## src/rtl/fifo_pkg.sv

```systemverilog
// Shared helpers and default sizing for the handshake FIFO.
package fifo_pkg;

  localparam int DEF_DATA_LEN   = 32;
  localparam int DEF_ADDR_WIDTH = 6;
  localparam int DEF_AFULL_TH   = 60;
  localparam int DEF_AEMPTY_TH  = 4;

  function automatic int clog2(input int value);
    int res;
    res = 0;
    while ((1 << res) < value) res++;
    return res;
  endfunction

  // Occupancy must reach DEPTH itself, so one bit wider than the address.
  function automatic int cnt_width(input int addr_width);
    return addr_width + 1;
  endfunction

endpackage

```

## src/rtl/fifo_ram.sv

```systemverilog
// Register-array storage: one synchronous write port, one asynchronous read port.
module fifo_ram
  import fifo_pkg::*;
#(
  parameter int DATA_LEN   = DEF_DATA_LEN,
  parameter int ADDR_WIDTH = DEF_ADDR_WIDTH
) (
  input  logic                  clk_i,
  input  logic                  we_i,
  input  logic [ADDR_WIDTH-1:0] waddr_i,
  input  logic [DATA_LEN-1:0]   wdata_i,
  input  logic [ADDR_WIDTH-1:0] raddr_i,
  output logic [DATA_LEN-1:0]   rdata_o
);

  localparam int DEPTH = 1 << ADDR_WIDTH;

  logic [DATA_LEN-1:0] mem_q [DEPTH];

  always_ff @(posedge clk_i) begin
    if (we_i) mem_q[waddr_i] <= wdata_i;
  end

  assign rdata_o = mem_q[raddr_i];

endmodule

```

## src/rtl/fifo_hs.sv

```systemverilog
// Single-clock FWFT FIFO with valid/ready on both sides, occupancy count,
// almost-full/empty thresholds, sync flush and overflow/underflow pulses.
module fifo_hs
  import fifo_pkg::*;
#(
  parameter int DATA_LEN   = DEF_DATA_LEN,
  parameter int ADDR_WIDTH = DEF_ADDR_WIDTH,
  parameter int AFULL_TH   = DEF_AFULL_TH,
  parameter int AEMPTY_TH  = DEF_AEMPTY_TH
) (
  input  logic                  clk,
  input  logic                  rst,
  input  logic                  flush,
  input  logic                  wvalid,
  output logic                  wready,
  input  logic [DATA_LEN-1:0]   wdata,
  output logic                  rvalid,
  input  logic                  rready,
  output logic [DATA_LEN-1:0]   rdata,
  output logic [ADDR_WIDTH:0]   count,
  output logic                  full,
  output logic                  empty,
  output logic                  almost_full,
  output logic                  almost_empty,
  output logic                  overflow,
  output logic                  underflow
);

  localparam int DEPTH = 1 << ADDR_WIDTH;
  localparam int CW    = cnt_width(ADDR_WIDTH);

  if (AFULL_TH < 1 || AFULL_TH > DEPTH) begin : g_bad_afull
    $error("fifo_hs: AFULL_TH must lie in [1, DEPTH]");
  end
  if (AEMPTY_TH < 0 || AEMPTY_TH > DEPTH - 1) begin : g_bad_aempty
    $error("fifo_hs: AEMPTY_TH must lie in [0, DEPTH-1]");
  end
  if (clog2(DEPTH) != ADDR_WIDTH) begin : g_bad_depth
    $error("fifo_hs: depth/address width mismatch");
  end

  logic [CW-1:0] wptr_q, wptr_d;
  logic [CW-1:0] rptr_q, rptr_d;
  logic [CW-1:0] count_q, count_d;
  logic          overflow_q, overflow_d;
  logic          underflow_q, underflow_d;
  logic          push, pop;

  // Extra MSB on each pointer distinguishes full from empty at equal low bits.
  assign empty = (wptr_q == rptr_q);
  assign full  = (wptr_q[CW-1] != rptr_q[CW-1]) &&
                 (wptr_q[CW-2:0] == rptr_q[CW-2:0]);

  assign wready       = ~full;
  assign rvalid       = ~empty;
  assign push         = wvalid & wready;
  assign pop          = rvalid & rready;
  assign count        = count_q;
  assign almost_full  = (count_q >= CW'(AFULL_TH));
  assign almost_empty = (count_q <= CW'(AEMPTY_TH));
  assign overflow     = overflow_q;
  assign underflow    = underflow_q;

  always_comb begin
    wptr_d      = wptr_q;
    rptr_d      = rptr_q;
    count_d     = count_q;
    overflow_d  = wvalid & full;
    underflow_d = rready & empty;
    if (flush) begin
      wptr_d  = '0;
      rptr_d  = '0;
      count_d = '0;
    end else begin
      if (push) wptr_d = wptr_q + CW'(1);
      if (pop)  rptr_d = rptr_q + CW'(1);
      case ({push, pop})
        2'b10:   count_d = count_q + CW'(1);
        2'b01:   count_d = count_q - CW'(1);
        default: count_d = count_q;
      endcase
    end
  end

  always_ff @(posedge clk) begin
    if (rst) begin
      wptr_q      <= '0;
      rptr_q      <= '0;
      count_q     <= '0;
      overflow_q  <= 1'b0;
      underflow_q <= 1'b0;
    end else begin
      wptr_q      <= wptr_d;
      rptr_q      <= rptr_d;
      count_q     <= count_d;
      overflow_q  <= overflow_d;
      underflow_q <= underflow_d;
    end
  end

  fifo_ram #(
    .DATA_LEN  (DATA_LEN),
    .ADDR_WIDTH(ADDR_WIDTH)
  ) u_ram (
    .clk_i  (clk),
    .we_i   (push & ~flush & ~rst),
    .waddr_i(wptr_q[CW-2:0]),
    .wdata_i(wdata),
    .raddr_i(rptr_q[CW-2:0]),
    .rdata_o(rdata)
  );

endmodule

```

## config.mk

```make
export PLATFORM = sky130hd
export DESIGN_NAME = fifo_hs
export DESIGN_NICKNAME = d
export VERILOG_FILES = /design/src/rtl/fifo_pkg.sv /design/src/rtl/fifo_ram.sv /design/src/rtl/fifo_hs.sv
export SDC_FILE = /design/constraint.sdc
export NUM_CORES = 2
export LEC_CHECK = 0
export CELL_PAD_IN_SITES_DETAIL_PLACEMENT = 1
export CELL_PAD_IN_SITES_GLOBAL_PLACEMENT = 2
export CORE_MARGIN = 10
export CORE_UTILIZATION = 50
export CTS_BUF_LIST = sky130_fd_sc_hd__clkbuf_16
export DETAILED_ROUTE_END_ITERATION = 6
export GPL_ROUTABILITY_DRIVEN = 0
export PLACE_DENSITY = 0.86
export SETUP_SLACK_MARGIN = 0.05
export SLEW_MARGIN = 30
export SYNTH_ARGS = -nofsm -noshare
export SYNTH_HDL_FRONTEND = slang
export SYNTH_SLANG_ARGS = --single-unit
```

## constraint.sdc

```tcl
create_clock -name clk -period 4.75 [get_ports clk]
set_clock_uncertainty 0.15 [all_clocks]
set_input_delay 0.7125 -clock clk [delete_from_list [all_inputs] [get_ports clk]]
set_output_delay 0.7125 -clock clk [all_outputs]
set_load 0.01 [all_outputs]
```

==> results.json <==
{
  "period_share_pct": 99.0,
  "hpwlAfterDp_mm": 124,
  "final_nets": 3849,
  "finalSetupViolations": 0,
  "die_h_um": 418,
  "syn_nets": 3529,
  "nFillCells": 13100,
  "postRouteAntennaNets": 0,
  "hold_path.class": "input port to flop",
  "worstHoldEndpoint": "u_ram.mem_q[25][14]",
  "syn_avg_cell_area_um2": 22.8,
  "grt_pass1_vias": 42600,
  "tightest_slew_ns": 1.09,
  "rows": 146,
  "globalRouteTotalUtil_pct": 25.4,
  "relSlewSlack_pct": 26.9,
  "place_ws_ns": 0.479,
  "status": "finished clean",
  "fin_hold_ws_ns": 0.237,
  "clock_path_buffers": 3,
  "drv_cap": 0,
  "r2r.worst_path.cells": 7,
  "timing.reg2reg.setup_slack_ns": 1.09,
  "r2r-start": "wptr_q[5]",
  "drc": 0,
  "dr.max_layer_used": "met5",
  "vias_per_cell": 6.75,
  "wl_met1_mm": 82.0,
  "design.core.area_um2": 158000,
  "crit_chain": "buf_4 -> buf_4 -> buf_12 -> mux4_2 -> a22o_1 -> a221oi_2 -> a221oi_2 -> clkdlybuf4s50_1",
  "cp_slowest_stage_delay_ns": 0.57,
  "vias": 40700,
  "seq_area_frac_synth_pct": 78.3,
  "htree_levels": 4,
  "clk_root_buffer_cell": "clkbuf_16",
  "post-synth-top-area-cell": "edfxtp_1",
  "grt_pass1_wl_mm": 318,
  "antenna_found_initial": 4,
  "wl_met3_mm": 24.0,
  "synth_area_leaders": "edfxtp_1 (78%), mux4_2 (15%), mux2i_1 (0.83%), dfxtp_1 (0.73%), a21oi_1 (0.59%)",
  "synth-seq-cells": 2077,
  "drtIter0Drc": 6137,
  "hp-start": "wdata[14]",
  "postCtsHoldBufs": 0,
  "final_max_slew_viol_count": 0,
  "clock_sinks": 2077,
  "worst_slack_ns": 0.0476,
  "ir_worst_vdd_mv": 0.461,
  "wl_mm": 227,
  "wl_per_cell_um": 37.7,
  "cp.required_ns": 3.89,
  "wl_met2_mm": 111,
  "grt_max_degree": 65,
  "synthFlopType": "edfxtp_1",
  "hold_depth": 1,
  "clock_latency_ns": 0.81,
  "synth_area_um2": 79300,
  "slowest_stage": "clkdlybuf4s50_1",
  "syn_inst": 3483,
  "finalHoldViolCount": 0,
  "min_period_ns": 4.70,
  "clock.fmax_mhz": 213,
  "ys_top_cells_by_count": "edfxtp_1 (2048), mux4_2 (512), nor2_1 (114)",
  "async_flop_share_pct": 0,
  "synth_top_area_share_pct": 77.6,
  "overflow": 0,
  "power.density_nw_per_um2": 394,
  "cts_buffers": 197,
  "cp-start-kind": "flop",
  "cp_max_fo": 57,
  "die_w_um": 418,
  "io_pins": 84,
  "worst_r2r_endpoint": "u_ram.mem_q[59][13]",
  "clk_pin_slew_worst_paths_ns": 0.07,
  "drt_pass1_iterations": 6,
  "synth_edf_count": 2048,
  "synth.distinct_cells": 54,
  "synth_most_common_cell": "edfxtp_1",
  "p_leak_nw": 27.6,
  "rsz0062_at_grt": "true",
  "criticalPathCategory": "flop to primary output",
  "die_area_um2": 175000,
  "cts_tree": "yes",
  "critPathArrivalTime_ns": 3.84,
  "io_buffers": 83,
  "start_util_pct": 50.2,
  "synthToLayoutAreaGrowth_pct": 15.0,
  "end_kind": "primary output",
  "drive_gt1_share_pct": 30.2,
  "ys_warn_count": 0
}
==> cell usage in the layout (no fill, tap or decap), drive strengths merged, types with 8 or more instances in the layout <==
master	count
o221ai	34
a221oi	47
nand2b	8
nand3	19
mux2i	66
buf	258
bufinv	14
dfxtp	29
a22oi	19
o21ai	28
or3	13
mux4	512
nand2	36
a21oi	94
a22o	32
ha	8
inv	58
mux2	8
o22ai	52
nand3b	10
clkdlybuf4s50	44
edfxtp	2048
nor2b	16
clkinv	86
clkbuf	203
nand4	8
nor2	114
==> timing repair <==
action,CTS,global route
pin swaps,2,3
setup buffers,21,11
endpoints found under the setup margin,32,24
gates resized for setup,75,25
cloned,6,4
==> flip-flops by register name, indices dropped and copies added (netlist names), named ones only <==
register	flops
count	7
overflow	1
rptr_q	7
u_ram.mem_q	2048
underflow	1
wptr_q	7
==> per-stage QoR <==
| stage | instance area, µm² | total power [mW] | utilization [%] | std cells | TNS (ns) |
|---|---|---|---|---|---|
| floorplan | 79300 | 20.8 | - | 3483 | 0 |
| global placement | 83800 | 21.2 | 53.1 | 5630 | 0 |
| detailed placement | 84000 | 21.2 | 53.1 | 5634 | 0 |
| CTS | 90800 | 36.1 | 57.4 | 6011 | 0 |
| global route | 91200 | 36.9 | 57.7 | 6026 | -0.0600 |
| finish | 91200 | 36.0 | 57.7 | 6027 | 0 |
==> metal layers <==
layer  track usage, %  vias to the layer above
met2             40.7                     2937
met4             9.79                        6
met1             33.5                    21700
met3             6.50                      474
met5                0                        -
li1                 -                    15500
==> where the power goes <==
| part | internal (mW) | switching (mW) |
|---|---|---|
| Clock | 8.30 | 6.77 |
| Combinational | 0.248 | 0.496 |
| Sequential | 20.1 | 0.00843 |
| Total | 28.7 | 7.27 |
==> worst max-delay path, delay by kind of cell, from the launching register on <==
| family | cells | cell delay, ns |
|---|---|---|
| AO/OA/AOI/OAI | 3 | 0.85 |
| buffers and inverters | 4 | 1.22 |
| multiplexers | 1 | 0.41 |
| flip-flops | 1 | 0.48 |
==> layout make-up <==
| class | instances | area, µm² | area share, % |
|---|---|---|---|
| well taps | 2072 | 2590 | 2.84 |
| clock buffers | 199 | 4980 | 5.46 |
| flip-flops and latches | 2077 | 62100 | 68.1 |
| diodes | 1 | 2.50 | 0.00275 |
| inverters | 10 | 37.5 | 0.0412 |
| clock inverters | 151 | 1040 | 1.14 |
| repair buffers | 318 | 3460 | 3.80 |
| multi-input cells | 1199 | 16900 | 18.6 |
==> worst max path at each step <==
stage	slack, ns	depth (start not counted)	endpoint	startpoint
final	0.05	8	rdata[19]	flop
after CTS	0.03	7	rdata[22]	flop
after global placement	0.50	6	rdata[4]	flop
after detailed placement	0.48	8	rdata[28]	flop
after floorplan	1.17	5	u_ram.mem_q[55][0]	flush
after global routing	-0.06	8	rdata[8]	flop
==> cells by family (layout without fill, tap and decap cells) <==
logic type	Yosys count	in the layout	share of synthesized area, %
flip-flops	2077	2077	78.3
multiplexers	586	586	15.5
AO/OA/AOI/OAI	341	341	2.97
AND/OR/NAND/NOR	250	250	1.51
buffers and inverters	207	678	1.41
XOR/XNOR	13	13	0.144
adder cells (fa/ha/maj)	9	9	0.152
other	0	1	0
Note: power is estimated with default switching activity, not from simulation.
